File: config.mk
export PLATFORM = sky130hd
export DESIGN_NAME = reg_writeback
export DESIGN_NICKNAME = d
export VERILOG_FILES = /design/src/rtl/reg_writeback.sv
export SDC_FILE = /design/constraint.sdc
export NUM_CORES = 1
export LEC_CHECK = 0
export CORE_AREA = 2 2 128 117
export CTS_CLUSTER_SIZE = 10
export DETAILED_ROUTE_END_ITERATION = 6
export DIE_AREA = 0 0 130 119
export PLACE_DENSITY = 0.84
export SLEW_MARGIN = 5
export SYNTH_ARGS = -nofsm -noshare
export SYNTH_HDL_FRONTEND = slang
export SYNTH_SLANG_ARGS = --single-unit
File: constraint.sdc
create_clock -name clk -period 3.6 [get_ports clk]
set_input_delay 0.54 -clock clk [delete_from_list [all_inputs] [get_ports clk]]
set_output_delay 0.54 -clock clk [all_outputs]
set_load 0.02 [all_outputs]
File: src/rtl/reg_writeback.sv
// Write-back stage ahead of the register stack: buffers execute-stage writes in a
// small FIFO, drains them with a registered set_clk strobe and forwards pending values.
module reg_writeback #(
    parameter int NIB_WIDTH  = 4,
    parameter int WORD_WIDTH = 16,
    parameter int DEPTH      = 4
) (
    input  logic                   clk,
    input  logic                   reset,
    input  logic                   wr_valid,
    input  logic [NIB_WIDTH-1:0]   wr_num,
    input  logic [WORD_WIDTH-1:0]  wr_val,
    output logic                   wr_ready,
    output logic [NIB_WIDTH-1:0]   setnum,
    output logic [WORD_WIDTH-1:0]  setval,
    output logic                   set_clk,
    input  logic [NIB_WIDTH-1:0]   rd_num1,
    input  logic [NIB_WIDTH-1:0]   rd_num2,
    input  logic [WORD_WIDTH-1:0]  reg_out1,
    input  logic [WORD_WIDTH-1:0]  reg_out2,
    output logic [WORD_WIDTH-1:0]  fwd_out1,
    output logic [WORD_WIDTH-1:0]  fwd_out2,
    output logic [$clog2(DEPTH):0] pending,
    output logic                   idle
);
    localparam int PTR_W = $clog2(DEPTH);
    localparam int CNT_W = PTR_W + 1;

    typedef enum logic [1:0] {IDLE, SETUP, STROBE, HOLD} state_t;
    state_t state, state_next;

    logic [NIB_WIDTH-1:0]  num_mem [DEPTH];
    logic [WORD_WIDTH-1:0] val_mem [DEPTH];
    logic [PTR_W-1:0]      head, tail, head_inc, scan_idx;
    logic [CNT_W-1:0]      count;
    logic                  push, pop, load;
    logic [NIB_WIDTH-1:0]  load_num;
    logic [WORD_WIDTH-1:0] load_val;

    // wr_ready depends only on the registered count, so a pop never opens it early
    assign wr_ready = (count != CNT_W'(DEPTH));
    assign push     = wr_valid && wr_ready;
    assign pop      = (state == HOLD);
    assign head_inc = head + PTR_W'(1);
    assign pending  = count;
    assign idle     = (state == IDLE) && (count == '0);

    always_ff @(posedge clk or posedge reset) begin
        if (reset) begin
            head  <= '0;
            tail  <= '0;
            count <= '0;
        end else begin
            if (push) tail <= tail + PTR_W'(1);
            if (pop)  head <= head_inc;
            case ({push, pop})
                2'b10:   count <= count + CNT_W'(1);
                2'b01:   count <= count - CNT_W'(1);
                default: count <= count;
            endcase
        end
    end

    always_ff @(posedge clk) begin
        if (push) begin
            num_mem[tail] <= wr_num;
            val_mem[tail] <= wr_val;
        end
    end

    always_comb begin
        state_next = state;
        load       = 1'b0;
        load_num   = num_mem[head];
        load_val   = val_mem[head];
        case (state)
            IDLE: begin
                if (count != '0) begin
                    load       = 1'b1;
                    state_next = SETUP;
                end
            end
            SETUP:  state_next = STROBE;
            STROBE: state_next = HOLD;
            HOLD: begin
                state_next = IDLE;
                // With only the head left, a same-cycle push becomes the next head directly
                if (count > CNT_W'(1)) begin
                    load       = 1'b1;
                    state_next = SETUP;
                    load_num   = num_mem[head_inc];
                    load_val   = val_mem[head_inc];
                end else if (push) begin
                    load       = 1'b1;
                    state_next = SETUP;
                    load_num   = wr_num;
                    load_val   = wr_val;
                end
            end
            default: state_next = IDLE;
        endcase
    end

    always_ff @(posedge clk or posedge reset) begin
        if (reset) begin
            state   <= IDLE;
            setnum  <= '0;
            setval  <= '0;
            set_clk <= 1'b0;
        end else begin
            state   <= state_next;
            set_clk <= (state_next == STROBE);
            if (load) begin
                setnum <= load_num;
                setval <= load_val;
            end
        end
    end

    // Oldest-to-newest scan so the newest matching entry overrides older ones
    always_comb begin
        fwd_out1 = reg_out1;
        fwd_out2 = reg_out2;
        scan_idx = '0;
        for (int i = 0; i < DEPTH; i++) begin
            scan_idx = head + PTR_W'(i);
            if (CNT_W'(i) < count) begin
                if (num_mem[scan_idx] == rd_num1) fwd_out1 = val_mem[scan_idx];
                if (num_mem[scan_idx] == rd_num2) fwd_out2 = val_mem[scan_idx];
            end
        end
    end
endmodule

==> results.cfg <==
[synth]
synth.top_cell.area_share_pct = 31.51
ys_warn_count = 0
avgSynthCellArea_um2 = 10.75
synthCells = 709
ys_seq_area_share_pct = 41.36
syn_nets = 785
ys_types = 44
yosys.area.top_type = edfxtp_1
ys_ff_latch = 110
netlist_top_cells_area = edfxtp_1 32%, dfrtp_1 9.8%, mux2_2 7.2%
syn_area_mm2 = 0.007624

[floorplanning]
initial_core_util_pct = 53.14
die-area_mm2 = 0.01547
core_mm2 = 0.01435
fp.dieH_um = 119
fp.dieW_um = 130
io_pins = 121
rows = 42

[power_and_ir_drop]
power.total_w = 0.009992
leakage_nw = 3.825
power_density_mw_per_mm2 = 1033
ir_drop_uv = 479.0

[worst_setup_path]
crit_arrival_ns = 3.00
end_kind = output port
worstPathRequired_ns = 3.06
crit_fanout = 16
critPathMaxStageDelay_ns = 0.56
crit_path_start_kind = flop
path_delay_family = buffers and inverters
cp_num_buf_inv = 5
crit_chain = buf_4 -> buf_12 -> mux4_2 -> xnor2_2 -> nand3_2 -> buf_4 -> o21ai_4 -> buf_12 -> a21oi_1 -> a221o_1 -> clkdlybuf4s15_2
slowest_stage = mux4_2
critPathKind = reg -> out

[routing]
routed_wirelength_um = 23650
ant_nets = 0
dr.first_iter.drc_count = 939
detail_route.first_pass.iterations = 5
routedWlPerCell_um = 22.55
vias_per_cell = 6.430
drcViolationCount = 0
num_vias = 6745

[clocking]
root_buffer = clkbuf_16
clkTransAtPathRegs_ns = 0.07
cts_buffers = 9
postCtsHoldBufs = 0
cts_tree = built
cts_max_path_buffers = 2
h-tree-depth = 3
clock-sinks = 110
clk_latency_ns = 0.35

[worst_hold_path]
hp-class = reg -> reg

[timing]
fmax_mhz = 282.8
hold_viol_final = 0
skew_ns = 0.006247
post-route-period-util_pct = 98.23
fin_ws_ns = 0.06374
min_period_ns = 3.536
relSlewSlack_pct = 27.94
rsz0062_at_grt = yes
setup_violations = 0
drv_slew = 0
tightest_slew_ns = 1.078

[finish]
layout_commonest_cell = clkdlybuf4s50_1
area_growth_pct = 26.90
antenna_cells = 0
instances_no_fill = 1049
fin_nets = 922
num-fill-cells = 1012
postLayoutCellArea_mm2 = 0.009674
finalCoreUtilization_pct = 67.43
drive_gt1_share_pct = 25.03
final_cell_mix = 88 x clkdlybuf4s50_1, 80 x edfxtp_1, 58 x nor2_1, 55 x buf_4

[placed_design]
port_buffers = 120
place_inst = 1023
hpwl_um = 16930
gp_congestion = 0.9949
placed_cell_area_mm2 = 0.009271
pre_cts_slack_ns = -0.1650

[flow_run]
cap_violations = 0

[global_routing]
grt_pass1_wl_um = 36450
grt_pass1_vias = 6536
grt_max_degree = 39
antenna_found_initial = 0
grt-ovfl-total = 0
grt_use_total_pct = 30.76

[status]
status = completed
stage by stage:
stage          hold slack [ns]  setup TNS (ns)
6_report                0.4852               0
5_1_grt                 0.5023        -0.03332
4_1_cts                 0.4857       -0.005062
3_5_place_dp            0.4649          -3.651
3_3_place_gp            0.4656          -2.235
2_1_floorplan           0.4955               0
registers in the layout, summed over array words and instances, names as in the netlist:
signal,cells
val_mem,64
num_mem,16
setval,16
setnum,4
pending,3
head,2
state,2
tail,2
set_clk,1
synthesized netlist by cell type:
| cell | number |
|---|---|
| a211oi_1 | 1 |
| a21o_1 | 34 |
| a21oi_1 | 49 |
| a221o_1 | 32 |
| a221oi_1 | 16 |
| and3_1 | 4 |
| buf_1 | 5 |
| buf_12 | 1 |
| buf_2 | 15 |
| buf_4 | 1 |
| buf_6 | 6 |
| clkbuf_1 | 34 |
| dfrtp_1 | 30 |
| edfxtp_1 | 80 |
| ha_1 | 13 |
| inv_1 | 8 |
| inv_2 | 1 |
| mux2_2 | 49 |
| mux2i_1 | 49 |
| mux2i_2 | 2 |
| mux4_2 | 16 |
| nand2_1 | 31 |
| nand2_2 | 1 |
| nand2b_1 | 3 |
| nand3_1 | 5 |
| nand4_1 | 1 |
| nand4_4 | 2 |
| nor2_1 | 58 |
| nor3_1 | 20 |
| nor3b_2 | 1 |
| nor3b_4 | 1 |
| o211ai_1 | 32 |
| o21a_1 | 1 |
| o21ai_0 | 61 |
| o21ai_1 | 1 |
| o21ai_4 | 2 |
| o21ba_2 | 1 |
| o21bai_1 | 1 |
| or2_1 | 2 |
| or2_2 | 2 |
| or3_1 | 1 |
| xnor2_1 | 31 |
| xnor2_2 | 2 |
| xor2_1 | 3 |
final timing paths:
path                            cells past startpoint        from           to  slack, ns
worst min register to register                      1   setval[2]    setval[2]       0.49
worst max register to register                      9  pending[1]    setval[3]       0.60
worst max-delay path                               11     head[0]  fwd_out1[1]       0.06
min in group asynchronous                           2       reset   setval[12]       0.63
max in group asynchronous                           3       reset     state[1]       2.32
worst min-delay path                                1   setval[2]    setval[2]       0.49
metal layers:
layer | wire length (um) | track usage (%) | vias up
met5 | 0 | 0 | -
met4 | 337 | 6.384 | 0
met3 | 2758 | 7.367 | 38
met2 | 10340 | 46.07 | 467
met1 | 10220 | 45.75 | 3252
li1 | - | - | 2988
area by class of cell:
class | instances | area (um^2) | share of cell area (%)
clock buffers | 10 | 250.2 | 2.587
clock inverters | 6 | 65.06 | 0.6725
inverters | 9 | 33.78 | 0.3492
multi-input cells | 528 | 4247 | 43.90
flip-flops and latches | 110 | 3154 | 32.60
well taps | 198 | 247.7 | 2.561
repair buffers | 188 | 1677 | 17.33
report_power, final:
group | internal, W | total (W) | switching [W]
registers | 0.00176 | 0.00202 | 0.000262
clock network | 0.000585 | 0.00104 | 0.000456
logic | 0.00294 | 0.00693 | 0.00399
total | 0.00528 | 0.00999 | 0.00471
logic make-up after synthesis:
kind of cell / Yosys count / synth area share, %
buf+inv: 71 / 4.595
xor+xnor: 36 / 4.333
simple gates: 132 / 8.141
fa+ha+maj: 13 / 2.134
compound gates: 231 / 20.68
flops: 110 / 41.36
mux: 116 / 18.76
repair_timing:
| action | in CTS | in global routing |
|---|---|---|
| gates cloned | 0 | 1 |
| gates resized for setup | 66 | 70 |
| setup endpoints to repair | 32 | 32 |
| setup buffers | 6 | 3 |
| pin swaps | 4 | 1 |
Power figures use the tool's default switching activity.
